**config.mk**
```make
export PLATFORM = sky130hd
export DESIGN_NAME = rpn_stack_ctrl
export DESIGN_NICKNAME = d
export VERILOG_FILES = /design/src/rtl/rpn_stack_ctrl.sv
export SDC_FILE = /design/constraint.sdc
export NUM_CORES = 1
export LEC_CHECK = 0
export BUFFER_PORTS_ARGS = -buffer_cell sky130_fd_sc_hd__clkbuf_2
export CORE_ASPECT_RATIO = 0.6
export CORE_MARGIN = 2
export CORE_UTILIZATION = 55
export CTS_CLUSTER_DIAMETER = 30
export DETAILED_ROUTE_END_ITERATION = 10
export GPL_ROUTABILITY_DRIVEN = 0
export PLACE_DENSITY = 0.83
export SLEW_MARGIN = 15
export SYNTH_ARGS = -nofsm -noshare
export SYNTH_HDL_FRONTEND = slang
export SYNTH_SLANG_ARGS = --single-unit
```
**constraint.sdc**
```tcl
create_clock -name clk -period 11 [get_ports clk]
set_clock_uncertainty 0.15 [all_clocks]
set_input_delay 1.1 -clock clk [delete_from_list [all_inputs] [get_ports clk]]
set_output_delay 1.1 -clock clk [all_outputs]
set_load 0.03 [all_outputs]
```
**src/rtl/rpn_stack_ctrl.sv**
```systemverilog
// Operand-stack controller for the RPN calculator: push/pop of switch values and
// two-operand add/sub/mul/swap on the top two entries via a LOAD/CALC/WB sequence.
module rpn_stack_ctrl #(
    parameter int WIDTH = 8,
    parameter int DEPTH = 8
) (
    input  logic                     clk,
    input  logic                     rst_n,
    input  logic                     push,
    input  logic                     pop,
    input  logic                     exec,
    input  logic [1:0]               op,
    input  logic [WIDTH-1:0]         din,
    output logic [WIDTH-1:0]         top,
    output logic [$clog2(DEPTH):0]   count,
    output logic                     empty,
    output logic                     full,
    output logic                     busy,
    output logic                     ovf,
    output logic                     err
);

    localparam int AW = $clog2(DEPTH);
    localparam int CW = AW + 1;

    typedef enum logic [1:0] {
        IDLE,
        LOAD,
        CALC,
        WB
    } state_e;

    typedef enum logic [1:0] {
        OP_ADD  = 2'b00,
        OP_SUB  = 2'b01,
        OP_MUL  = 2'b10,
        OP_SWAP = 2'b11
    } op_e;

    state_e               state_q;
    state_e               state_d;
    op_e                  op_q;

    logic [WIDTH-1:0]     entries [DEPTH];
    logic [WIDTH-1:0]     a_q;
    logic [WIDTH-1:0]     b_q;
    logic [2*WIDTH-1:0]   r_q;

    logic [AW-1:0]        idx_top;
    logic [AW-1:0]        idx_nxt;
    logic                 exec_ok;

    logic                 cmd_exec;
    logic                 cmd_push;
    logic                 cmd_pop;
    logic                 load_en;
    logic                 calc_en;
    logic                 wb_en;

    logic [2*WIDTH-1:0]   a_ext;
    logic [2*WIDTH-1:0]   b_ext;
    logic [2*WIDTH-1:0]   calc_r;
    logic                 r_ovf;

    // Indices wrap modulo DEPTH, so count==DEPTH maps its top to entry DEPTH-1.
    assign idx_top = count[AW-1:0] - AW'(1);
    assign idx_nxt = count[AW-1:0] - AW'(2);
    assign exec_ok = (count >= CW'(2));

    assign empty = (count == '0);
    assign full  = (count == CW'(DEPTH));
    assign top   = empty ? '0 : entries[idx_top];

    // ---------------------------------------------------------------- FSM
    always_ff @(posedge clk) begin
        // NOTE: sequential state uses non-blocking assignments so every register
        // samples the pre-edge values, independent of statement order.
        if (!rst_n) begin
            state_q <= IDLE;
        end else begin
            state_q <= state_d;
        end
    end

    always_comb begin
        // NOTE: default assignment first keeps this block free of inferred latches.
        state_d = state_q;
        unique case (state_q)
            IDLE: if (exec && exec_ok) state_d = LOAD;
            LOAD: state_d = CALC;
            CALC: state_d = WB;
            WB:   state_d = IDLE;
            default: state_d = IDLE;
        endcase
    end

    // Commands are only decoded in IDLE; exec outranks push, push outranks pop.
    always_comb begin
        busy     = 1'b0;
        cmd_exec = 1'b0;
        cmd_push = 1'b0;
        cmd_pop  = 1'b0;
        load_en  = 1'b0;
        calc_en  = 1'b0;
        wb_en    = 1'b0;
        unique case (state_q)
            IDLE: begin
                cmd_exec = exec;
                cmd_push = !exec && push;
                cmd_pop  = !exec && !push && pop;
            end
            LOAD: begin
                busy    = 1'b1;
                load_en = 1'b1;
            end
            CALC: begin
                busy    = 1'b1;
                calc_en = 1'b1;
            end
            WB: begin
                busy  = 1'b1;
                wb_en = 1'b1;
            end
            default: busy = 1'b0;
        endcase
    end

    // ------------------------------------------------------------ datapath
    assign a_ext = {{WIDTH{a_q[WIDTH-1]}}, a_q};
    assign b_ext = {{WIDTH{b_q[WIDTH-1]}}, b_q};

    // Operands are sign-extended to 2*WIDTH, so the low 2*WIDTH bits of each
    // result are exact for add, sub and mul alike.
    always_comb begin
        calc_r = '0;
        unique case (op_q)
            OP_ADD:  calc_r = b_ext + a_ext;
            OP_SUB:  calc_r = b_ext - a_ext;
            OP_MUL:  calc_r = b_ext * a_ext;
            OP_SWAP: calc_r = '0;
            default: calc_r = '0;
        endcase
    end

    assign r_ovf = (r_q[2*WIDTH-1:WIDTH] != {WIDTH{r_q[WIDTH-1]}});

    always_ff @(posedge clk) begin
        if (!rst_n) begin
            count <= '0;
            a_q   <= '0;
            b_q   <= '0;
            r_q   <= '0;
            op_q  <= OP_ADD;
            ovf   <= 1'b0;
            err   <= 1'b0;
            // NOTE: the stack array is explicitly cleared on reset, which forces it
            // into flops rather than a RAM macro; acceptable at this small depth.
            for (int i = 0; i < DEPTH; i++) begin
                entries[i] <= '0;
            end
        end else begin
            if (cmd_exec) begin
                if (exec_ok) begin
                    op_q <= op_e'(op);
                    err  <= 1'b0;
                end else begin
                    err  <= 1'b1;
                end
            end

            if (cmd_push) begin
                if (!full) begin
                    entries[count[AW-1:0]] <= din;
                    count <= count + CW'(1);
                    err   <= 1'b0;
                    ovf   <= 1'b0;
                end else begin
                    err   <= 1'b1;
                end
            end

            if (cmd_pop) begin
                if (!empty) begin
                    count <= count - CW'(1);
                    err   <= 1'b0;
                    ovf   <= 1'b0;
                end else begin
                    err   <= 1'b1;
                end
            end

            if (load_en) begin
                a_q <= entries[idx_top];
                b_q <= entries[idx_nxt];
            end

            if (calc_en) begin
                r_q <= calc_r;
            end

            if (wb_en) begin
                if (op_q == OP_SWAP) begin
                    entries[idx_nxt] <= a_q;
                    entries[idx_top] <= b_q;
                    ovf <= 1'b0;
                end else begin
                    entries[idx_nxt] <= r_q[WIDTH-1:0];
                    count <= count - CW'(1);
                    ovf   <= r_ovf;
                end
            end
        end
    end

endmodule
```
Word level (Yosys, flattened, before mapping) --
Memory sizes are Yosys's and may differ from the RTL's. A register that Yosys moved wholly into a read port is not among the register bits. Index checks and enable logic that the tools add are counted.
Storage, ports and cells: memory bits (writable) 64, flip-flop bits (word level) 34, memories 1, input port bits 15
Cells by class: bitwise logic cells 1, multiply operators 1, eq/ne operators 9, order comparisons 1, multiplexer cells 52, reduce and logical (&&, ||, !) cells 16, add/subtract/negate cells 6
Memory list:
- entries | depth 8, width 8, rd ports 2, clocked after memory_dff 1, wr ports 8, RTL line 44 | logic [WIDTH-1:0] entries [DEPTH];
Operators by type and width (number):
- $pmux W16 S4 | 1
- $mux W8 | 5
- $mux W1 | 35
- $mux W4 | 6
- $reduce_or A8 Y1 | 3
- $mul A8 B8 Y16 | 1
- $add A8 B8 Y9 | 1
- $mux W3 | 3
- $sub A8 B8 Y9 | 1
- $eq A2 B2 Y1 const B | 4
- $ne A8 B8 Y1 | 1
- $pmux W2 S4 | 1
- $add A4 B1 Y4 const B | 1
- $eq A2 B1 Y1 const B | 2
- $eq A4 B4 Y1 const B | 1
- $ge A4 B2 Y1 const B | 1
- $logic_and A1 B1 Y1 | 4
- $logic_not A2 Y1 | 2
- $logic_not A4 Y1 | 1
- $sub A4 B1 Y4 const B | 1
- $logic_not A1 Y1 | 3
- $reduce_bool A3 Y1 | 1
- $reduce_or A3 Y1 | 1
- $sub A3 B1 Y3 const B | 1
- other kinds (5) | 5

Depth between registers and ports, before layout --
word-level depth 9, gate-level depth with buffers 19

Least setup slack after synthesis --
Ideal clock, no wire load.
path kind reg2reg, start point register b_q[0], read port of entries, end point register r_q[15], setup time 0.132 ns, slack 6.334 ns, path buffers 1, cell stages (with the launch flop) 19, data arrival time 4.385 ns, period minus slack after synthesis 4.666 ns, path through dfxtp_1 -> clkbuf_1 -> clkinv_1 -> nand2_1 -> fa_1 -> fa_1 -> inv_1 -> fa_1 -> inv_1 -> fa_1 -> inv_1 -> ha_1 -> o21ai_0 -> o21a_1 -> nor3_1 -> o221ai_1 -> xnor2_1 -> a21oi_1 -> a21oi_1
Between the ends: cells in the longest elaborated chain, start to end 2, elaborated cells on any way between the ends 4, those cells by class add/sub (2); mul (1); mux (1)
Ends and longest elaborated chain:
- start: declaration | RTL line 46 | logic [WIDTH-1:0] b_q;
- $mul A8 B8 Y16 (tied with other cells) | RTL line 139 | OP_MUL: calc_r = b_ext * a_ext;
- $pmux W16 S4 (*) | RTL line 136 | unique case (op_q)
- end signal: assignment | RTL line 198 | r_q <= calc_r;
- end: declaration | RTL line 47 | logic [2*WIDTH-1:0] r_q;
Every way passes the cells marked *; elsewhere a longest branch is shown, timed or not. A chain may end at the register's enable or synchronous reset.

Worst setup path in the final report --
Ends and elaborated chain as after synthesis.

==> results.ini <==
[clock_tree]
cts_tree = built
cts_buffers = 9
cts.clk_slew.worst_paths_ps = 90
clock-sinks = 106
ctsRootBufferMaster = clkbuf_16
clk_path_buf_depth = 2
cts_hold_buffers = 0
cts-resized-gates = 0
htreeDepth = 3
clk_latency_ps = 360
post_cts_buffers = 0

[critical_path]
critPathSlowestCell = dfxtp_1
worstPathArrival_ps = 5570
worstPathCellList = clkinv_1 > nand2_1 > fa_1 > fa_1 > inv_1 > fa_1 > inv_1 > fa_1 > inv_1 > ha_1 > o21ai_0 > o21a_1 > nor3_1 > o221ai_1 > xnor2_1 > a21oi_1 > a21oi_1
worst_path_largest_cell_delay_ps = 610
cp_max_fo = 11
worst_r2r_path_depth = 17
crit_path_frequent_cell = fa_1
cp-end-kind = register
cp-start-kind = register
crit_type = register to register
required_ps = 11150

[timing]
slew_headroom = 0.3601
fin_crit_ps = 5418
setup_viol = 0
whs_ps = 322.3
fin_crit_sh = 0.4925
fin_setup_tns_ps = 0
max_freq_ghz = 0.1846
worstMarginPinSlew_ps = 952.9
setup_slack_ps = 5582
slew_violations = 0
hold_viol = 0
rsz0062_at_grt = false

[logic_synthesis]
yosys-top-cells-area = edfxtp_1, fa_1, dfxtp_1
synth_edf_count = 64
seq_area_frac_synth = 0.2993
synth_top_area_frac = 0.2082
synth_cells = 943
synth_top_flop_cell = edfxtp_1
avgSynthCellArea_um2 = 9.788
ys_ff_latch = 106
synthArstFlopShare = 0
syn_nets = 1072
synth_area_mm2 = 0.009230
yosysTopAreaCell = edfxtp_1
synth_cell_types = 69
ys_warn_count = 0

[min_path]
min-delay-path-class = register to register
min_path_cells = 2

[global_route]
antenna_found_initial = 1
grt.total_usage = 0.3119
grt_overflow = 0
grt_pass1_wl_um = 41660
grt_pass1_vias = 7244
grt_start_max_net_pins = 33

[pwr]
p_leak_nw = 4.137
power.density_mw_per_mm2 = 235.3
power_frac_clock = 0.143
combPwrFrac = 0.585
switching_power_w = 0.001158
p_sw_frac = 0.5032
peakVddDrop_uv = 123.4
seqPwrFrac = 0.272
p_int_w = 0.001143

[drt]
post_drt_wl_per_cell_um = 22.83
vias = 7674
drt_iter0_drc = 1167
drt_wl_total_um = 26890
drc = 0
ant_nets = 0
drtPass1Iterations = 6
viasPerCell = 6.514

[layout]
final_cell_mix = inv_1, nand2_1, nor2_1
postLayoutCoreUtil = 0.5998
n_antenna_cell = 0
instances_no_fill = 1178
final_common_cell = inv_1
post_route_cells_drive_above_1_share = 0.09895
nets = 1074
area_growth_pct = 5.964

[die]
die_w_um = 171.2
initial_core_util = 0.5661
design.die.area_mm2 = 0.01787
ios = 32
rows = 36
core_mm2 = 0.01631
die_h_um = 104.3

[flow_run]
cap_violations = 0

[placement]
place_ws_ps = 5734
dp_hpwl_um = 19500
dp.cells = 1162
numPortBuffers = 31

[status]
status = finished, final reports clean

-- worst max-delay path: cells and delay by family (launching register included) --
| kind | cells | cell delay (ps) |
|---|---|---|
| simple gates | 2 | 500 |
| fa+ha+maj | 5 | 2400 |
| compound gates | 5 | 820 |
| flops | 1 | 610 |
| xor+xnor | 1 | 290 |
| buf+inv | 4 | 560 |
-- registers in the layout (all words and copies together) (netlist names) --
name / count
a_q: 8
b_q: 8
count: 4
entries: 64
err: 1
op_q: 2
ovf: 1
r_q: 16
state_q: 2
-- per-layer routing --
| layer | wire length, um | global-route usage | vias to the layer above |
|---|---|---|---|
| li1 | - | - | 3308 |
| met1 | 10730 | 0.4531 | 3598 |
| met2 | 10700 | 0.4196 | 679 |
| met3 | 4668 | 0.1427 | 89 |
| met4 | 794 | 0.07748 | 0 |
| met5 | 0 | 0 | - |
-- per-stage QoR --
step / power [W] / instance area, um2
floorplan: 0.001583 / 9230
global placement: 0.001893 / 9497
detailed placement: 0.001929 / 9497
CTS: 0.002259 / 9781
global route: 0.002450 / 9781
finish: 0.002301 / 9781
-- layout make-up --
cell class | instances | area, um2
tap | 228 | 285.3
clock inverter | 6 | 55.05
sequential | 106 | 2763
fill | 1365 | 6525
multi-input combinational | 676 | 5812
clock buffer | 10 | 229.0
inverter | 114 | 429.2
timing repair buffer | 38 | 207.7
-- synth_stat cells, types with 7 or more instances --
| cell | n |
|---|---|
| nand3_1 | 12 |
| nand2b_1 | 7 |
| o21ai_0 | 56 |
| mux2i_1 | 20 |
| nor3_4 | 8 |
| xnor2_1 | 14 |
| a311oi_1 | 9 |
| clkbuf_1 | 26 |
| nand2_1 | 89 |
| nor2_1 | 85 |
| a22o_1 | 32 |
| ha_1 | 57 |
| dfxtp_1 | 42 |
| fa_1 | 57 |
| edfxtp_1 | 64 |
| xor2_1 | 9 |
| mux4_2 | 22 |
| mux4_1 | 10 |
| or3_1 | 7 |
| and2_1 | 31 |
| a21oi_1 | 43 |
| nor3_1 | 9 |
| inv_1 | 109 |
| a21o_1 | 13 |
| a211oi_1 | 15 |
| buf_2 | 13 |
-- power groups by stage --
stage | Clock [W] | Combinational, W | Sequential (W)
floorplan | 0 | 0.00103 | 0.000554
finish | 0.000328 | 0.00135 | 0.000626
CTS | 0.000324 | 0.00132 | 0.000616
global route | 0.000340 | 0.00148 | 0.000634
global placement | 0 | 0.00127 | 0.000619
detailed placement | 0 | 0.00131 | 0.000623
-- logic make-up after synthesis --
group | after synthesis | share of synthesized area
AO/OA/AOI/OAI | 213 | 0.1552
multiplexers | 52 | 0.1038
buffers and inverters | 161 | 0.07103
XOR/XNOR | 24 | 0.02359
AND/OR/NAND/NOR | 273 | 0.1461
adder cells (fa/ha/maj) | 114 | 0.2009
flip-flops | 106 | 0.2993
-- worst paths after layout --
kind	from	endpoint	slack (ps)
hold / removal	ovf	ovf	320
hold reg to reg	ovf	ovf	320
setup reg to reg	b_q[0]	r_q[15]	5580
setup / recovery	b_q[0]	r_q[15]	5580
Note: power is estimated with default switching activity, not from simulation.
